`src/rtl/hazard_control_if.sv`:
```
// Hazard-control bus: Reg/Exe/Mem hazard sources in, pipeline-register
// stall/flush enables, stall-cycle counter and freeze-timeout flag out.
// master = pipeline side that supplies hazard information,
// slave  = the hazard_control unit.
interface hazard_control_if #(
  parameter int REG_W  = 4,
  parameter int PERF_W = 16
) ();
  logic [REG_W-1:0]  Ra_Reg;
  logic              RE_A_Reg;
  logic [REG_W-1:0]  Rb_Reg;
  logic              RE_B_Reg;
  logic [REG_W-1:0]  Robj_Exe;
  logic              mem_RE_Exe;
  logic              branch_taken_Exe;
  logic              mem_req_Mem;
  logic              mem_ack;
  logic              stall_PC;
  logic              stall_F_Reg;
  logic              stall_Reg_Exe;
  logic              stall_Exe_Mem;
  logic              flush_F_Reg;
  logic              flush_Reg_Exe;
  logic [PERF_W-1:0] stall_cnt;
  logic              mem_timeout;

  modport master (
    output Ra_Reg, RE_A_Reg, Rb_Reg, RE_B_Reg, Robj_Exe, mem_RE_Exe,
           branch_taken_Exe, mem_req_Mem, mem_ack,
    input  stall_PC, stall_F_Reg, stall_Reg_Exe, stall_Exe_Mem,
           flush_F_Reg, flush_Reg_Exe, stall_cnt, mem_timeout
  );

  modport slave (
    input  Ra_Reg, RE_A_Reg, Rb_Reg, RE_B_Reg, Robj_Exe, mem_RE_Exe,
           branch_taken_Exe, mem_req_Mem, mem_ack,
    output stall_PC, stall_F_Reg, stall_Reg_Exe, stall_Exe_Mem,
           flush_F_Reg, flush_Reg_Exe, stall_cnt, mem_timeout
  );
endinterface

```
`src/rtl/hazard_control.sv`:
```
// hazard_control: pipeline sequencing for the F/Reg, Reg/Exe and Exe/Mem
// registers. Resolves the hazards forwarding cannot: load-use interlock
// (LOAD_DELAY stall cycles with a bubble), taken-branch flush, and a full
// freeze while a data-memory access is unacknowledged.
// Control outputs are Mealy: they react in the same cycle as the hazard.
// Optional: define MEM_TIMEOUT_EN to add the freeze watchdog (fcnt) that
// sets the sticky mem_timeout flag after TIMEOUT consecutive freeze cycles.
module hazard_control #(
  parameter int REG_W      = 4,
  parameter int LOAD_DELAY = 1,
  parameter int PERF_W     = 16,
  parameter int TIMEOUT    = 255
) (
  input  logic             clk,
  input  logic             rst_n,
  hazard_control_if.slave  bus
);

  typedef enum logic {
    RUN        = 1'b0,
    LOAD_STALL = 1'b1
  } state_t;

  // Stall cycles still owed after the hazard cycle itself.
  localparam logic [2:0] STALL_EXTRA = 3'(LOAD_DELAY - 1);

  state_t            state;
  state_t            state_nxt;
  logic [2:0]        cnt;
  logic [2:0]        cnt_nxt;
  logic [PERF_W-1:0] stall_cnt;
  logic [REG_W-1:0]  ra;
  logic [REG_W-1:0]  rb;
  logic [REG_W-1:0]  robj;
  logic              freeze;
  logic              load_use;

  assign ra   = bus.Ra_Reg;
  assign rb   = bus.Rb_Reg;
  assign robj = bus.Robj_Exe;

  // Memory not yet acknowledged holds everything; a cycle with mem_ack
  // proceeds normally.
  assign freeze   = bus.mem_req_Mem & ~bus.mem_ack;
  assign load_use = bus.mem_RE_Exe &
                    ((bus.RE_A_Reg & (ra == robj)) | (bus.RE_B_Reg & (rb == robj)));

  // State register: sequencing state and remaining load-stall count.
  always_ff @(posedge clk or negedge rst_n) begin
    if (!rst_n) begin
      state <= RUN;
      cnt   <= 3'd0;
    end else begin
      state <= state_nxt;
      cnt   <= cnt_nxt;
    end
  end

  // Next-state logic: freeze holds state and count; a branch in RUN
  // suppresses the load-use interlock.
  always_comb begin
    state_nxt = state;
    cnt_nxt   = cnt;
    if (!freeze) begin
      case (state)
        RUN: begin
          if (!bus.branch_taken_Exe && load_use && (LOAD_DELAY > 1)) begin
            state_nxt = LOAD_STALL;
            cnt_nxt   = STALL_EXTRA;
          end
        end
        LOAD_STALL: begin
          cnt_nxt = cnt - 3'd1;
          if (cnt == 3'd1) begin
            state_nxt = RUN;
          end
        end
        default: begin
          state_nxt = RUN;
          cnt_nxt   = 3'd0;
        end
      endcase
    end
  end

  // Output decode: freeze > branch > load-use/LOAD_STALL; all zero in reset.
  always_comb begin
    bus.stall_PC      = 1'b0;
    bus.stall_F_Reg   = 1'b0;
    bus.stall_Reg_Exe = 1'b0;
    bus.stall_Exe_Mem = 1'b0;
    bus.flush_F_Reg   = 1'b0;
    bus.flush_Reg_Exe = 1'b0;
    if (rst_n) begin
      if (freeze) begin
        bus.stall_PC      = 1'b1;
        bus.stall_F_Reg   = 1'b1;
        bus.stall_Reg_Exe = 1'b1;
        bus.stall_Exe_Mem = 1'b1;
      end else if (state == LOAD_STALL) begin
        // Exe holds a bubble here, so a branch indication is meaningless.
        bus.stall_PC      = 1'b1;
        bus.stall_F_Reg   = 1'b1;
        bus.flush_Reg_Exe = 1'b1;
      end else if (bus.branch_taken_Exe) begin
        bus.flush_F_Reg   = 1'b1;
        bus.flush_Reg_Exe = 1'b1;
      end else if (load_use) begin
        bus.stall_PC      = 1'b1;
        bus.stall_F_Reg   = 1'b1;
        bus.flush_Reg_Exe = 1'b1;
      end
    end
  end

  // Saturating count of cycles in which the PC was held.
  always_ff @(posedge clk or negedge rst_n) begin
    if (!rst_n) begin
      stall_cnt <= '0;
    end else if (bus.stall_PC && (stall_cnt != {PERF_W{1'b1}})) begin
      stall_cnt <= stall_cnt + {{(PERF_W-1){1'b0}}, 1'b1};
    end
  end

  assign bus.stall_cnt = stall_cnt;

`ifdef MEM_TIMEOUT_EN
  logic [7:0] fcnt;
  logic       timeout_flag;

  // Watchdog: count consecutive freeze cycles; flag sticks once the
  // count reaches TIMEOUT.
  always_ff @(posedge clk or negedge rst_n) begin
    if (!rst_n) begin
      fcnt         <= 8'd0;
      timeout_flag <= 1'b0;
    end else begin
      if (freeze) begin
        if (fcnt != 8'hFF) begin
          fcnt <= fcnt + 8'd1;
        end
        if (({1'b0, fcnt} + 9'd1) == 9'(TIMEOUT)) begin
          timeout_flag <= 1'b1;
        end
      end else begin
        fcnt <= 8'd0;
      end
    end
  end

  assign bus.mem_timeout = timeout_flag;
`else
  assign bus.mem_timeout = 1'b0;
`endif

endmodule

```
`src/flat_wrapper.sv`:
```
// flat-port wrapper written by rule: the top's interface ports become plain ports
module hazard_control_flat 
#(
  parameter int REG_W      = 4,
  parameter int LOAD_DELAY = 1,
  parameter int PERF_W     = 16,
  parameter int TIMEOUT    = 255
)
  (clk, rst_n, bus_Ra_Reg, bus_RE_A_Reg, bus_Rb_Reg, bus_RE_B_Reg, bus_Robj_Exe, bus_mem_RE_Exe, bus_branch_taken_Exe, bus_mem_req_Mem, bus_mem_ack, bus_stall_PC, bus_stall_F_Reg, bus_stall_Reg_Exe, bus_stall_Exe_Mem, bus_flush_F_Reg, bus_flush_Reg_Exe, bus_stall_cnt, bus_mem_timeout);
  hazard_control_if #(.REG_W(REG_W), .PERF_W(PERF_W)) bus_i ();
  input  logic clk;
  input  logic rst_n;
  input wire logic [$bits(bus_i.Ra_Reg)-1:0] bus_Ra_Reg;
  input wire logic [$bits(bus_i.RE_A_Reg)-1:0] bus_RE_A_Reg;
  input wire logic [$bits(bus_i.Rb_Reg)-1:0] bus_Rb_Reg;
  input wire logic [$bits(bus_i.RE_B_Reg)-1:0] bus_RE_B_Reg;
  input wire logic [$bits(bus_i.Robj_Exe)-1:0] bus_Robj_Exe;
  input wire logic [$bits(bus_i.mem_RE_Exe)-1:0] bus_mem_RE_Exe;
  input wire logic [$bits(bus_i.branch_taken_Exe)-1:0] bus_branch_taken_Exe;
  input wire logic [$bits(bus_i.mem_req_Mem)-1:0] bus_mem_req_Mem;
  input wire logic [$bits(bus_i.mem_ack)-1:0] bus_mem_ack;
  output wire logic [$bits(bus_i.stall_PC)-1:0] bus_stall_PC;
  output wire logic [$bits(bus_i.stall_F_Reg)-1:0] bus_stall_F_Reg;
  output wire logic [$bits(bus_i.stall_Reg_Exe)-1:0] bus_stall_Reg_Exe;
  output wire logic [$bits(bus_i.stall_Exe_Mem)-1:0] bus_stall_Exe_Mem;
  output wire logic [$bits(bus_i.flush_F_Reg)-1:0] bus_flush_F_Reg;
  output wire logic [$bits(bus_i.flush_Reg_Exe)-1:0] bus_flush_Reg_Exe;
  output wire logic [$bits(bus_i.stall_cnt)-1:0] bus_stall_cnt;
  output wire logic [$bits(bus_i.mem_timeout)-1:0] bus_mem_timeout;
  assign bus_i.Ra_Reg = bus_Ra_Reg;
  assign bus_i.RE_A_Reg = bus_RE_A_Reg;
  assign bus_i.Rb_Reg = bus_Rb_Reg;
  assign bus_i.RE_B_Reg = bus_RE_B_Reg;
  assign bus_i.Robj_Exe = bus_Robj_Exe;
  assign bus_i.mem_RE_Exe = bus_mem_RE_Exe;
  assign bus_i.branch_taken_Exe = bus_branch_taken_Exe;
  assign bus_i.mem_req_Mem = bus_mem_req_Mem;
  assign bus_i.mem_ack = bus_mem_ack;
  assign bus_stall_PC = bus_i.stall_PC;
  assign bus_stall_F_Reg = bus_i.stall_F_Reg;
  assign bus_stall_Reg_Exe = bus_i.stall_Reg_Exe;
  assign bus_stall_Exe_Mem = bus_i.stall_Exe_Mem;
  assign bus_flush_F_Reg = bus_i.flush_F_Reg;
  assign bus_flush_Reg_Exe = bus_i.flush_Reg_Exe;
  assign bus_stall_cnt = bus_i.stall_cnt;
  assign bus_mem_timeout = bus_i.mem_timeout;
  hazard_control #(.REG_W(REG_W), .LOAD_DELAY(LOAD_DELAY), .PERF_W(PERF_W), .TIMEOUT(TIMEOUT)) u_core (.clk(clk), .rst_n(rst_n), .bus(bus_i));
endmodule
```
`config.mk`:
```
export PLATFORM = sky130hd
export DESIGN_NAME = hazard_control_flat
export DESIGN_NICKNAME = d
export VERILOG_FILES = /design/src/rtl/hazard_control_if.sv /design/src/rtl/hazard_control.sv /design/src/flat_wrapper.sv
export SDC_FILE = /design/constraint.sdc
export NUM_CORES = 1
export LEC_CHECK = 0
export BUFFER_PORTS_ARGS = -buffer_cell sky130_fd_sc_hd__buf_2
export CAP_MARGIN = 15
export CORE_MARGIN = 3
export CORE_UTILIZATION = 53
export DETAILED_ROUTE_END_ITERATION = 10
export GPL_TIMING_DRIVEN = 0
export PLACE_DENSITY_LB_ADDON = 0.05
export SLEW_MARGIN = 0
export SYNTH_ARGS = -nofsm -noshare
export SYNTH_HDL_FRONTEND = slang
export SYNTH_SLANG_ARGS = --single-unit
```
`constraint.sdc`:
```
create_clock -name clk -period 4.67 [get_ports clk]
set_input_delay 0.467 -clock clk [delete_from_list [all_inputs] [get_ports clk]]
set_output_delay 0.467 -clock clk [all_outputs]
set_load 0.01 [all_outputs]
```
; Yosys cells after proc, flatten, opt, wreduce, memory -nomap -nowiden
; Cells that the tools add are included.
[op_classes]
add_sub_neg = 2
n_eq_ne = 4
muxes = 17
n_bitwise = 7
reduce_logical = 2
[ops]
columns = op, n
row1 = $mux W1, 17
row2 = $add A16 B1 Y16 const B, 1
row3 = $ne A16 B16 Y1 const B, 1
row4 = $eq A4 B4 Y1, 2
row5 = $and A1 B1 Y1, 4
row6 = $eq A3 B1 Y1 const B, 1
row7 = $sub A3 B1 Y3 const B, 1
row8 = $not A1 Y1, 2
row9 = $reduce_and A2 Y1, 1
row10 = $logic_and A1 B1 Y1, 1
row11 = $or A1 B1 Y1, 1
[totals]
ff_bits = 20
in_bits = 20
word_cells = 35

; Logic depth before layout (Yosys ltp)
; Gate-level depths: netlist of the first run.
[depth]
depth_word = 10
ltp_mapped = 8
depth_no_buf = 6

; Worst setup path before layout of the first run
; OpenSTA, ideal clock, no wires.
[synth_timing]
kind = input port to output port
from = input bus_Rb_Reg[3]
to = output bus_stall_PC
arrival_time_ps = 1541
required_time_ps = 4203
setup_slack_ps = 2662
cell_stages = 7
path_buffers = 2
path_cell_list = xnor2_1 nand3_1 o22ai_1 a311o_1 buf_6 and2_4 buf_4
[synth_via]
elab_chain_cells = 9
[synth_lines]
columns = element, line
row1 = start: declaration, flat_wrapper.sv:15  ; input wire logic [$bits(bus_i.Rb_Reg)-1:0] bus_Rb_Reg;
row2 = $eq A4 B4 Y1, hazard_control.sv:46  ; ((bus.RE_A_Reg & (ra == robj)) | (bus.RE_B_Reg & (rb == robj)));
row3 = $and A1 B1 Y1, hazard_control.sv:46
row4 = $or A1 B1 Y1, hazard_control.sv:46
row5 = $and A1 B1 Y1, hazard_control.sv:45  ; assign load_use = bus.mem_RE_Exe &
row6 = $mux W1 (5 in series), --
row7 = end: declaration, flat_wrapper.sv:22  ; output wire logic [$bits(bus_i.stall_PC)-1:0] bus_stall_PC;
; Every way passes these cells.

; Worst setup path in the final report of the first run
[layout_timing]
from = input bus_Robj_Exe[0]
to = output bus_stall_PC
[layout_via]
elab_chain_cells = 9
elab_cells_between_ends = 11
[layout_lines]
columns = element, line
row1 = start: declaration, flat_wrapper.sv:17  ; input wire logic [$bits(bus_i.Robj_Exe)-1:0] bus_Robj_Exe;
row2 = $eq A4 B4 Y1, hazard_control.sv:46
row3 = $and A1 B1 Y1, hazard_control.sv:46
row4 = $or A1 B1 Y1 (*), hazard_control.sv:46
row5 = $and A1 B1 Y1 (*), hazard_control.sv:45
row6 = $mux W1 (*), hazard_control.sv:108  ; end else if (load_use) begin
row7 = $mux W1 (*), hazard_control.sv:105  ; end else if (bus.branch_taken_Exe) begin
row8 = $mux W1 (*), hazard_control.sv:100  ; end else if (state == LOAD_STALL) begin
row9 = $mux W1 (*), hazard_control.sv:95  ; if (freeze) begin
row10 = $mux W1 (*), hazard_control.sv:94  ; if (rst_n) begin
; Mark *: on every way between the ends. The rest lies on a longest branch, timed or not.

==> summary.md, run 1 <==
| Metric | Value |
|---|---|
| Area delta synth->final | 22.0% |
| Initial antenna violation count | 0 |
| First-pass detailed-route iteration total | 4 |
| Post-Syn Nets | 146 |
| Residual DRC | 0 |
| R2R Path End | u_core.bus.stall_cnt[1]$_DFFE_PN0P_ |
| Io pins | 43 |
| Min setup slack post-route | 2.36 ns |
| Largest family of logic cells by synthesized area | simple AND/OR/NAND/NOR gates |
| Critical path's most frequent cell | buf_2 |
| ANT nets after route | 0 |
| Die width | 54.7 um |
| Fin. Hold Viols | 0 |
| Post-Synth Adder-Cell Area | 2.99% |
| XOR/XNOR Fraction of Synth Area | 14.6% |
| Crit path buf inv count | 4 |
| Clk_lat worst skew | 0.30 ns |
| Crit path max-delay family | buffers and inverters |
| Critical Path Source Type | input port |
| Post-CTS Resized | 0 |
| CP Cell Sequence | buf_2 -> xnor2_1 -> nand3_1 -> o22ai_1 -> a311o_1 -> buf_6 -> and2_4 -> buf_4 -> buf_2 |
| Number of post-CTS setup repair buffers | 0 |
| P per Cell Area | 288 mW/mm^2 |
| I/O Buffers | 41 |
| Tot Pwr | 0.000442 W |
| Simple-Gate Fraction of Synth Area | 24.5% |
| Post-Syn Area | 0.00126 sq mm |
| Tcrit/Tclk final | 49.4% |
| Global route overflow | 0 |
| Via count | 1082 |
| Pin count of the biggest net entering global routing | 22 |
| Post-synth top area share | 39.8% |
| Minimum clock period after layout | 2.31 ns |
| Leak | 0.769 nW |
| R2R Setup Slk | 2.96 ns |
| Max cap viols | 0 |
| Max stage delay cell, worst path | a311o_1 |
| Initial Util | 56.3% |
| Distinct cells, synth | 35 |
| Data arrival time of the worst path | 1.84 ns |
| Area leader, netlist | dfrtp_1 |
| Total CTS buffers | 3 |
| Post-Route Skew | 0.00849 ns |
| Global-route wire length before repair | 4360 um |
| Final setup violation count | 0 |
| Yosys warns | 0 |
| Proportion of synthesized area in mux cells | 1.19% |
| Placement Setup Slack | 2.34 ns |
| Row count | 17 |
| Critical Path RT | 4.20 ns |
| RSZ-0062 raised after global routing | no |
| Core footprint | 0.00223 sq mm |
| Crit path kind | in -> out |
| Syn_area_per_cell | 10.2 sq um |
| First-iteration detailed-routing DRC count | 12 |
| Ranking of synthesized cells by area | dfrtp_1, xnor2_1, nand4_1, and3_1, ha_1 |
| Diodes inserted | 0 |
| Cells after synthesis | 123 |
| Setup tns final | 0 ns |
| Seq/Total Area, Yosys | 39.8% |
| Hold Path Class | in -> async |
| GP Congestion | 0.753 |
| Max Root-Sink Buffers | 2 |
| CTS H-Tree Depth | 1 |
| Worst-path clk slew | 0.12 ns |
| Number of synthesized register bits | 20 |
| Peak supply drop | 0.000278 V |
| Layout cell share with drive strength beyond 1 | 37.5% |
| Post-DR vias/cell | 5.52 |
| Core Util, Final | 68.7% |
| Gr usage total | 19.9% |
| CP peak stage delay | 0.37 ns |
| HPWL after DPL | 2070 um |
| Fmax | 0.433 GHz |
| Drt wl/cell | 13.5 um |
| Synth Area in Compound Gates | 9.35% |
| Hold Buf Count CTS | 0 |
| CP endpoint kind | primary output |
| Die ar. | 0.00299 sq mm |
| Worst reg2reg path startpoint | u_core.bus.stall_cnt[0]$_DFFE_PN0P_ |
| Net count, final | 192 |
| Clock sink total | 20 |
| Non-Filler Instances | 196 |
| Post-Route WL | 2650 um |
| Clock Tree Root | clkbuf_4 |
| Vias in the first global route | 1048 |
| Outcome | finished, final reports clean |
| CTS tree | built |
| Die height | 54.7 um |
| Crit-path max FO | 9 |
| Cell total after placement | 192 |
| Reg2reg path depth | 5 |
| Final Max Tran Viols | 0 |
## synthesized netlist by cell type
cell type and number:
mux2_4 1, and2_2 1, conb_1 1, and2_4 1, o31a_1 1, buf_12 1, buf_6 3, nand2b_1 1
dfrtp_1 20, inv_1 4, a311o_1 1, o21ai_0 1, a31oi_1 3, xnor2_1 21, and4_1 1, o22ai_1 1
nor3_1 3, and2_1 2, nor2_1 5, nand3_2 2, nand3_1 7, and3_2 1, and2b_2 1, nand2_1 9
buf_4 3, nand4_2 2, a31oi_4 1, a41oi_2 1, and3_1 7, a211oi_1 1, a41oi_1 1, nand4_1 8
ha_1 3, nor2b_1 1, a21oi_1 3
## stage by stage
step / hold slack (ns) / cell area [sq um]
after CTS: 0.109 / 1530
after floorplan: 0.171 / 1260
after global placement: 0.447 / 1500
after detailed placement: 0.451 / 1500
after global routing: 0.115 / 1530
final: 0.106 / 1530
## cells in the final DEF (no fill, tap or decap)
cell type,n
conb_1,1
xnor2_1,21
a31oi_4,1
a311o_1,1
a41oi_1,1
nand3_2,2
dfrtp_1,20
buf_12,1
a211oi_1,1
clkbuf_4,3
a41oi_2,1
nand4_1,8
o22ai_1,1
and3_2,1
a21oi_1,3
nor2_1,5
buf_6,3
nand4_2,2
nand2_1,9
a31oi_1,3
and4_1,1
and2_1,2
o21ai_0,1
buf_4,3
nand2b_1,1
o31a_1,1
clkbuf_8,1
mux2_4,1
ha_1,3
nor2b_1,1
buf_2,41
and2_2,1
and3_1,7
inv_1,4
and2_4,1
and2b_2,1
nor3_1,3
nand3_1,7
## area by class of cell
cell class                 count  area (sq um)
clock buffer                   4          36.3
tap                           28          35.0
fill                         191           699
inverter                       4          15.0
buffer                         7          76.3
multi-input combinational     92           666
timing repair buffer          41           205
sequential                    20           500
## report_power, final
part	leakage (nW)	internal (W)	switching, W
registers	0.272	0.000193	0.0000269
logic	0.476	0.0000630	0.0000581
clock network	0.0210	0.0000475	0.0000532
total	0.769	0.000303	0.000138
## cell families (layout without fill, tap and decap cells)
kind of cell | after synthesis | count (layout)
other cells | 1 | 1
fa+ha+maj | 3 | 3
mux | 1 | 1
flops | 20 | 20
buf+inv | 11 | 56
compound gates | 14 | 14
simple gates | 52 | 52
xor+xnor | 21 | 21
## worst max path at each step
stage	startpoint	end	slack (ns)	cells past startpoint
floorplan	bus_Rb_Reg[3]	bus_stall_PC	2.66	7
global placement	bus_Robj_Exe[3]	bus_stall_PC	2.39	9
detailed placement	bus_Robj_Exe[0]	bus_stall_PC	2.34	9
CTS	bus_Robj_Exe[0]	bus_stall_PC	2.34	9
global route	bus_Robj_Exe[0]	bus_stall_PC	2.30	9
finish	bus_Robj_Exe[0]	bus_stall_PC	2.36	9
## registers in the layout, summed over array words and instances (netlist names)
| register | cells |
|---|---|
| u_core.bus.stall_cnt | 16 |
| u_core.cnt | 3 |
| u_core.state | 1 |
## layer usage
metal / vias to the layer above / GRT usage [%] / part of all wire [%]
li1: 526 / - / -
met1: 513 / 25.6 / 44
met2: 41 / 30.9 / 48
met3: 2 / 5.45 / 7.0
met4: 0 / 8.30 / 0.64
met5: - / 0 / 0
(Power assumes the default switching activity.)
==> run 2: changes to the inputs <==
ABC_AREA = 1   (was default)
CORE_UTILIZATION = 51   (was 53)
clock period = 2.4 ns   (was 4.67 ns; I/O delays follow)
==> run 2 against run 1 <==
Effect of this change: clock power grew 56%; flip-flop and latch count unchanged; sequential share of layout area decreased by 3.2 points.
==> summary.md, run 2 <==
| Metric | Value |
|---|---|
| Reg with most FFs | u_core.bus.stall_cnt |
| Core footprint | 0.00257 sq mm |
| CP Cell Sequence | dlygate4sd3_1 -> clkbuf_4 -> clkbuf_1 -> nand2_1 -> a21oi_1 -> buf_2 |
| RSZ-0062 raised after global routing | no |
| Clock sink total | 20 |
| Final setup violation count | 0 |
| Post-Syn Area | 0.00143 sq mm |
| Data arrival time of the worst path | 1.88 ns |
| Layout cell share with drive strength beyond 1 | 23.9% |
| Post-DR vias/cell | 4.97 |
| Critical Path RT | 2.16 ns |
| Syn_area_per_cell | 6.92 sq um |
| Worst min-delay path startpoint | bus_mem_ack |
| Via count | 1397 |
| Top cells by count, synth | nand2_1, inv_1, nor2_1 |
| Crit-path max FO | 26 |
| Die height | 58.9 um |
| Setup tns final | 0 ns |
| First-iteration detailed-routing DRC count | 59 |
| Crit path buf inv count | 4 |
| Outcome | finished, final reports clean |
| Leak | 0.952 nW |
| Initial antenna violation count | 0 |
| Yosys warns | 0 |
| Gr usage total | 19.4% |
| Max stage delay cell, worst path | dlygate4sd3_1 |
| CTS tree | built |
| Post-Syn Nets | 229 |
| Critical Path Start | rst_n |
| Number of post-CTS setup repair buffers | 0 |
| First-pass detailed-route iteration total | 5 |
| CP endpoint kind | primary output |
| Seq/Total Area, Yosys | 35.1% |
| Ranking of synthesized cells by area | dfrtp_1, nand2_1, nand4_1, inv_1, nor2_1 |
| Minimum clock period after layout | 2.12 ns |
| Residual DRC | 0 |
| Drt wl/cell | 10.8 um |
| Die width | 58.9 um |
| Initial Util | 55.5% |
| Tcrit/Tclk final | 88.4% |
| Die ar. | 0.00346 sq mm |
| Clk_lat worst skew | 0.30 ns |
| Fillers | 240 |
| CP peak stage delay | 0.52 ns |
| Post-Route Skew | 0.00486 ns |
| Critical Path Source Type | input port |
| I/O Buffers | 41 |
| Total CTS buffers | 3 |
| HPWL after DPL | 2330 um |
| Global-route wire length before repair | 5340 um |
| CTS H-Tree Depth | 1 |
| Peak supply drop | 0.000698 V |
| Post-synth EDFFs | 0 |
| Ys async rst share | 100% |
| Cells after synthesis | 206 |
| Global route overflow | 0 |
| Hold Path Class | in -> reg |
| Post-synth top area share | 35.1% |
| Io pins | 43 |
| Max cap viols | 0 |
| Pin count of the biggest net entering global routing | 27 |
| Fmax | 0.472 GHz |
| Final Max Tran Viols | 0 |
| Max reg flops | 16 |
| Area leader, netlist | dfrtp_1 |
| Commonest non-fill, non-tap cells in the layout | nand2_1, buf_2, inv_1, nor2_1, dfrtp_1 |
| Diodes inserted | 0 |
| Most common cell after layout, fill and taps aside | nand2_1 |
| GP Congestion | 0.837 |
| Most common cell in the synthesized netlist | nand2_1 |
| Top flop regs | u_core.bus.stall_cnt: 16 flops, u_core.cnt: 3 flops, u_core.state: 1 flops |
| Vias in the first global route | 1284 |
| Crit path max-delay family | buffers and inverters |
| Fin. Hold Viols | 0 |
| Worst-path clk slew | 0.11 ns |
| ANT nets after route | 0 |
| Worst reg2reg path startpoint | u_core.bus.stall_cnt[0]$_DFFE_PN0P_ |
| Max Root-Sink Buffers | 2 |
| Post-Route WL | 3040 um |
| Clock Tree Root | clkbuf_4 |
| Distinct cells, synth | 23 |
| Most used DFF post-synth | dfrtp_1 |
| Number of synthesized register bits | 20 |
| Crit path kind | in -> out |
| P per Cell Area | 606 mW/mm^2 |
| Net count, final | 276 |
| Area delta synth->final | 19.5% |
| Row count | 18 |
| Core Util, Final | 66.3% |
==> run 2: changes by cell type after synthesis, sizes merged, moves of 16 or more <==
cell / change
nand2: +56
nor2: +23
inv: +21
xnor2: -16
==> run 2: cell type report <==
| type | count | area [sq um] | share of cell area [%] |
|---|---|---|---|
| buffer | 9 | 61.3 | 3.60 |
| clock buffer | 3 | 22.5 | 1.32 |
| inverter | 25 | 93.8 | 5.51 |
| multi-input combinational | 152 | 769 | 45.2 |
| sequential | 20 | 500 | 29.4 |
| tap | 30 | 37.5 | 2.20 |
| timing repair buffer | 42 | 218 | 12.8 |
==> run 2: cell families (layout without fill, tap and decap cells) <==
group | Yosys count | after routing | synth area share [%]
buf+inv | 34 | 79 | 10.9
xor+xnor | 13 | 13 | 7.99
fa+ha+maj | 3 | 3 | 2.63
simple gates | 130 | 130 | 41.3
compound gates | 5 | 5 | 1.84
flops | 20 | 20 | 35.1
other cells | 1 | 1 | 0.263
==> run 2: where the power goes <==
| group | leakage, nW | internal [W] | switching, W |
|---|---|---|---|
| Clock | 0.0138 | 0.0000585 | 0.000100 |
| Sequential | 0.266 | 0.000404 | 0.0000641 |
| Combinational | 0.672 | 0.000169 | 0.000238 |
==> run 2: per-stage QoR <==
step / hold slack, ns / setup WS, ns / total power (W) / cell area (sq um) / instances
after global placement: 0.252 / 0.673 / 0.000874 / 1670 / 277
final: 0.274 / 0.280 / 0.00103 / 1700 / 281
after global routing: 0.296 / 0.0901 / 0.00113 / 1700 / 281
after detailed placement: 0.263 / 0.661 / 0.000883 / 1670 / 277
after floorplan: -0.0556 / 0.861 / 0.000748 / 1430 / 206
after CTS: 0.262 / 0.122 / 0.00104 / 1700 / 281
==> run 2: worst min-delay path, stage by stage <==
cell	delay (ns)
buf_2	0.07
nor2_1	0.06
inv_1	0.09
a31oi_1	0.08
==> run 2: worst paths after layout <==
kind | to | cells after the start | slack [ns]
min in group asynchronous | u_core.bus.stall_cnt[1]$_DFFE_PN0P_ | 2 | 0.40
hold / removal | u_core.state$_DFFE_PN0N_ | 4 | 0.27
max in group asynchronous | u_core.bus.stall_cnt[11]$_DFFE_PN0P_ | 2 | 1.75
hold reg to reg | u_core.cnt[0]$_DFFE_PN0P_ | 1 | 0.52
setup / recovery | bus_flush_Reg_Exe | 6 | 0.28
setup reg to reg | u_core.bus.stall_cnt[14]$_DFFE_PN0P_ | 9 | 0.73
==> run 2: routing by layer <==
layer | GRT usage [%] | share of wire, % | wire length [um]
met4 | 5.50 | 0.72 | 22
met5 | 0 | 0 | 0
met1 | 26.2 | 49 | 1500
met2 | 32.3 | 45 | 1370
met3 | 2.85 | 5.0 | 151
==> run 2: what timing repair did <==
| item | in CTS | in global routing |
|---|---|---|
| setup endpoints to repair | 0 | 1 |
| endpoints found under the hold margin | 20 | 0 |
| hold buffers | 1 | 0 |
| resized for setup | 0 | 1 |
==> run 3: changes to the inputs <==
BUFFER_PORTS_ARGS = default   (was -buffer_cell sky130_fd_sc_hd__buf_2)
CELL_PAD_IN_SITES_DETAIL_PLACEMENT = 1   (was default)
CELL_PAD_IN_SITES_GLOBAL_PLACEMENT = 1   (was default)
CORE_UTILIZATION = 43   (was 51)
DONT_BUFFER_PORTS = 1   (was default)
==> run 3 against run 2 <==
Effect of this change: highest routed layer unchanged; total power is 3.3% lower; critical path type is now reg -> reg; global-route usage is 0.36 points higher; critical endpoint is now u_core.bus.stall_cnt[14]$_DFFE_PN0P_; clock power is 3% higher.
==> summary.md, run 3 (same netlist as run 2, synthesis figures left out) <==
| Metric | Value |
|---|---|
| Final Max Tran Viols | 0 |
| Min setup slack post-route | 0.570 ns |
| Vias in the first global route | 1411 |
| Critical Path RT | 2.60 ns |
| First-pass detailed-route iteration total | 4 |
| Total CTS buffers | 3 |
| Tot Pwr | 0.000998 W |
| Clock sink total | 20 |
| CP endpoint kind | register |
| ANT nets after route | 0 |
| Max reg flops | 16 |
| GP Congestion | 0.803 |
| Commonest non-fill, non-tap cells in the layout | nand2_1, inv_1, nor2_1, dfrtp_1, nand4_1 |
| Row count | 20 |
| Pin count of the biggest net entering global routing | 21 |
| CTS H-Tree Depth | 1 |
| Most common cell after layout, fill and taps aside | nand2_1 |
| Crit-path max FO | 10 |
| Post-DR vias/cell | 5.31 |
| Placement Setup Slack | 0.556 ns |
| Global-route wire length before repair | 6420 um |
| I/O Buffers | 0 |
| Die width | 63.6 um |
| Diodes inserted | 0 |
| Area delta synth->final | 6.15% |
| Slew HR | 35.8% |
| Global route overflow | 0 |
| HPWL after DPL | 2870 um |
| Max cap viols | 0 |
| Peak supply drop | 0.000362 V |
| Fin. Hold Viols | 0 |
| RSZ-0062 raised after global routing | no |
| Via count | 1348 |
| Drt wl/cell | 14.3 um |
| Data arrival time of the worst path | 2.03 ns |
| Leak | 0.761 nW |
| Clock Tree Root | clkbuf_4 |
| Residual DRC | 0 |
| Tcrit/Tclk final | 76.3% |
| P per Cell Area | 660 mW/mm^2 |
| Initial antenna violation count | 0 |
| Fillers | 434 |
| Post-Route WL | 3640 um |
| Core Util, Final | 48.8% |
| Layout cell share with drive strength beyond 1 | 9.05% |
| Die height | 63.6 um |
| Crit path kind | reg -> reg |
| Max Root-Sink Buffers | 2 |
| Final setup violation count | 0 |
| Top flop regs | u_core.bus.stall_cnt: 16 flops, u_core.cnt: 3 flops, u_core.state: 1 flops |
| Worst-path clk slew | 0.11 ns |
| Number of post-CTS setup repair buffers | 0 |
| Hold Path Class | in -> reg |
| Gr usage total | 19.8% |
| Io pins | 43 |
| Reg area | 500 sq um |
| Post-Route Skew | 0.00330 ns |
| Reg with most FFs | u_core.bus.stall_cnt |
| Minimum clock period after layout | 1.83 ns |
| Clk_lat worst skew | 0.30 ns |
| Worst Max-Slew Pin Slew | 0.961 ns |
| Net count, final | 235 |
| Core footprint | 0.00310 sq mm |
| Outcome | finished, final reports clean |
| Critical Path Source Type | register |
| Die ar. | 0.00404 sq mm |
| CTS tree | built |
| First-iteration detailed-routing DRC count | 60 |
| Fmax | 0.546 GHz |
| Initial Util | 45.9% |
| Setup tns final | 0 ns |
| Area of the multi-input gates | 769 sq um |
## run 3: changes by cell type in the layout (fill, tap and decap cells not counted), sizes merged
cell    change
clkbuf      -1
buf        -40
## run 3: path summary, 6_finish.rpt
check | from | to | slack [ns] | depth (start not counted)
worst min register to register | u_core.cnt[0]$_DFFE_PN0P_ | u_core.cnt[0]$_DFFE_PN0P_ | 0.52 | 1
min in group asynchronous | rst_n | u_core.bus.stall_cnt[2]$_DFFE_PN0P_ | 0.53 | 1
worst max register to register | u_core.bus.stall_cnt[0]$_DFFE_PN0P_ | u_core.bus.stall_cnt[14]$_DFFE_PN0P_ | 0.57 | 9
worst max-delay path | u_core.bus.stall_cnt[0]$_DFFE_PN0P_ | u_core.bus.stall_cnt[14]$_DFFE_PN0P_ | 0.57 | 9
max in group asynchronous | rst_n | u_core.bus.stall_cnt[8]$_DFFE_PN0P_ | 1.29 | 1
worst min-delay path | rst_n | u_core.bus.stall_cnt[13]$_DFFE_PN0P_ | 0.11 | 3
## run 3: cell type report
| class | count | area share [%] |
|---|---|---|
| multi-input cells | 152 | 50.9 |
| flip-flops and latches | 20 | 33.1 |
| inverters | 25 | 6.20 |
| plain buffers | 9 | 4.05 |
| well taps | 44 | 3.64 |
| clock buffers | 3 | 1.49 |
| repair buffers | 1 | 0.662 |
## run 3: metal layers
| metal | track usage, % | up-vias | wire length (um) |
|---|---|---|---|
| li1 | - | 660 | - |
| met1 | 23.4 | 658 | 1540 |
| met2 | 35.2 | 26 | 1860 |
| met3 | 5.88 | 4 | 201 |
| met4 | 4.04 | 0 | 37 |
| met5 | 0 | - | 0 |
## run 3: report_power, final
group          total [W]  internal (W)  leakage [nW]  switching [W]
sequential      0.000491      0.000403         0.266      0.0000872
combinational   0.000345      0.000130         0.481       0.000216
clock           0.000162     0.0000586        0.0138       0.000104
total           0.000998      0.000592         0.761       0.000407
## run 3: repair_timing
item,in CTS,in global routing
hold buffers,1,0
gates resized for setup,0,0
endpoints found under the hold margin,20,0
endpoints found under the setup margin,0,0
## run 3: metrics by stage
step / area [sq um] / hold slack, ns / std cells
finish: 1510 / 0.114 / 254
global route: 1510 / 0.127 / 254
CTS: 1510 / 0.105 / 254
detailed placement: 1480 / -0.0547 / 250
global placement: 1480 / -0.0546 / 250
floorplan: 1430 / -0.0556 / 206
## run 3: critical path: stages, from the launching register on
cell     delay (ns)
dfrtp_1        0.47
ha_1           0.26
nand2_1        0.11
nor2_4         0.20
nand2_2        0.07
nor2_2         0.10
nand3_2        0.10
buf_2          0.22
nand4_1        0.12
nand2_1        0.07
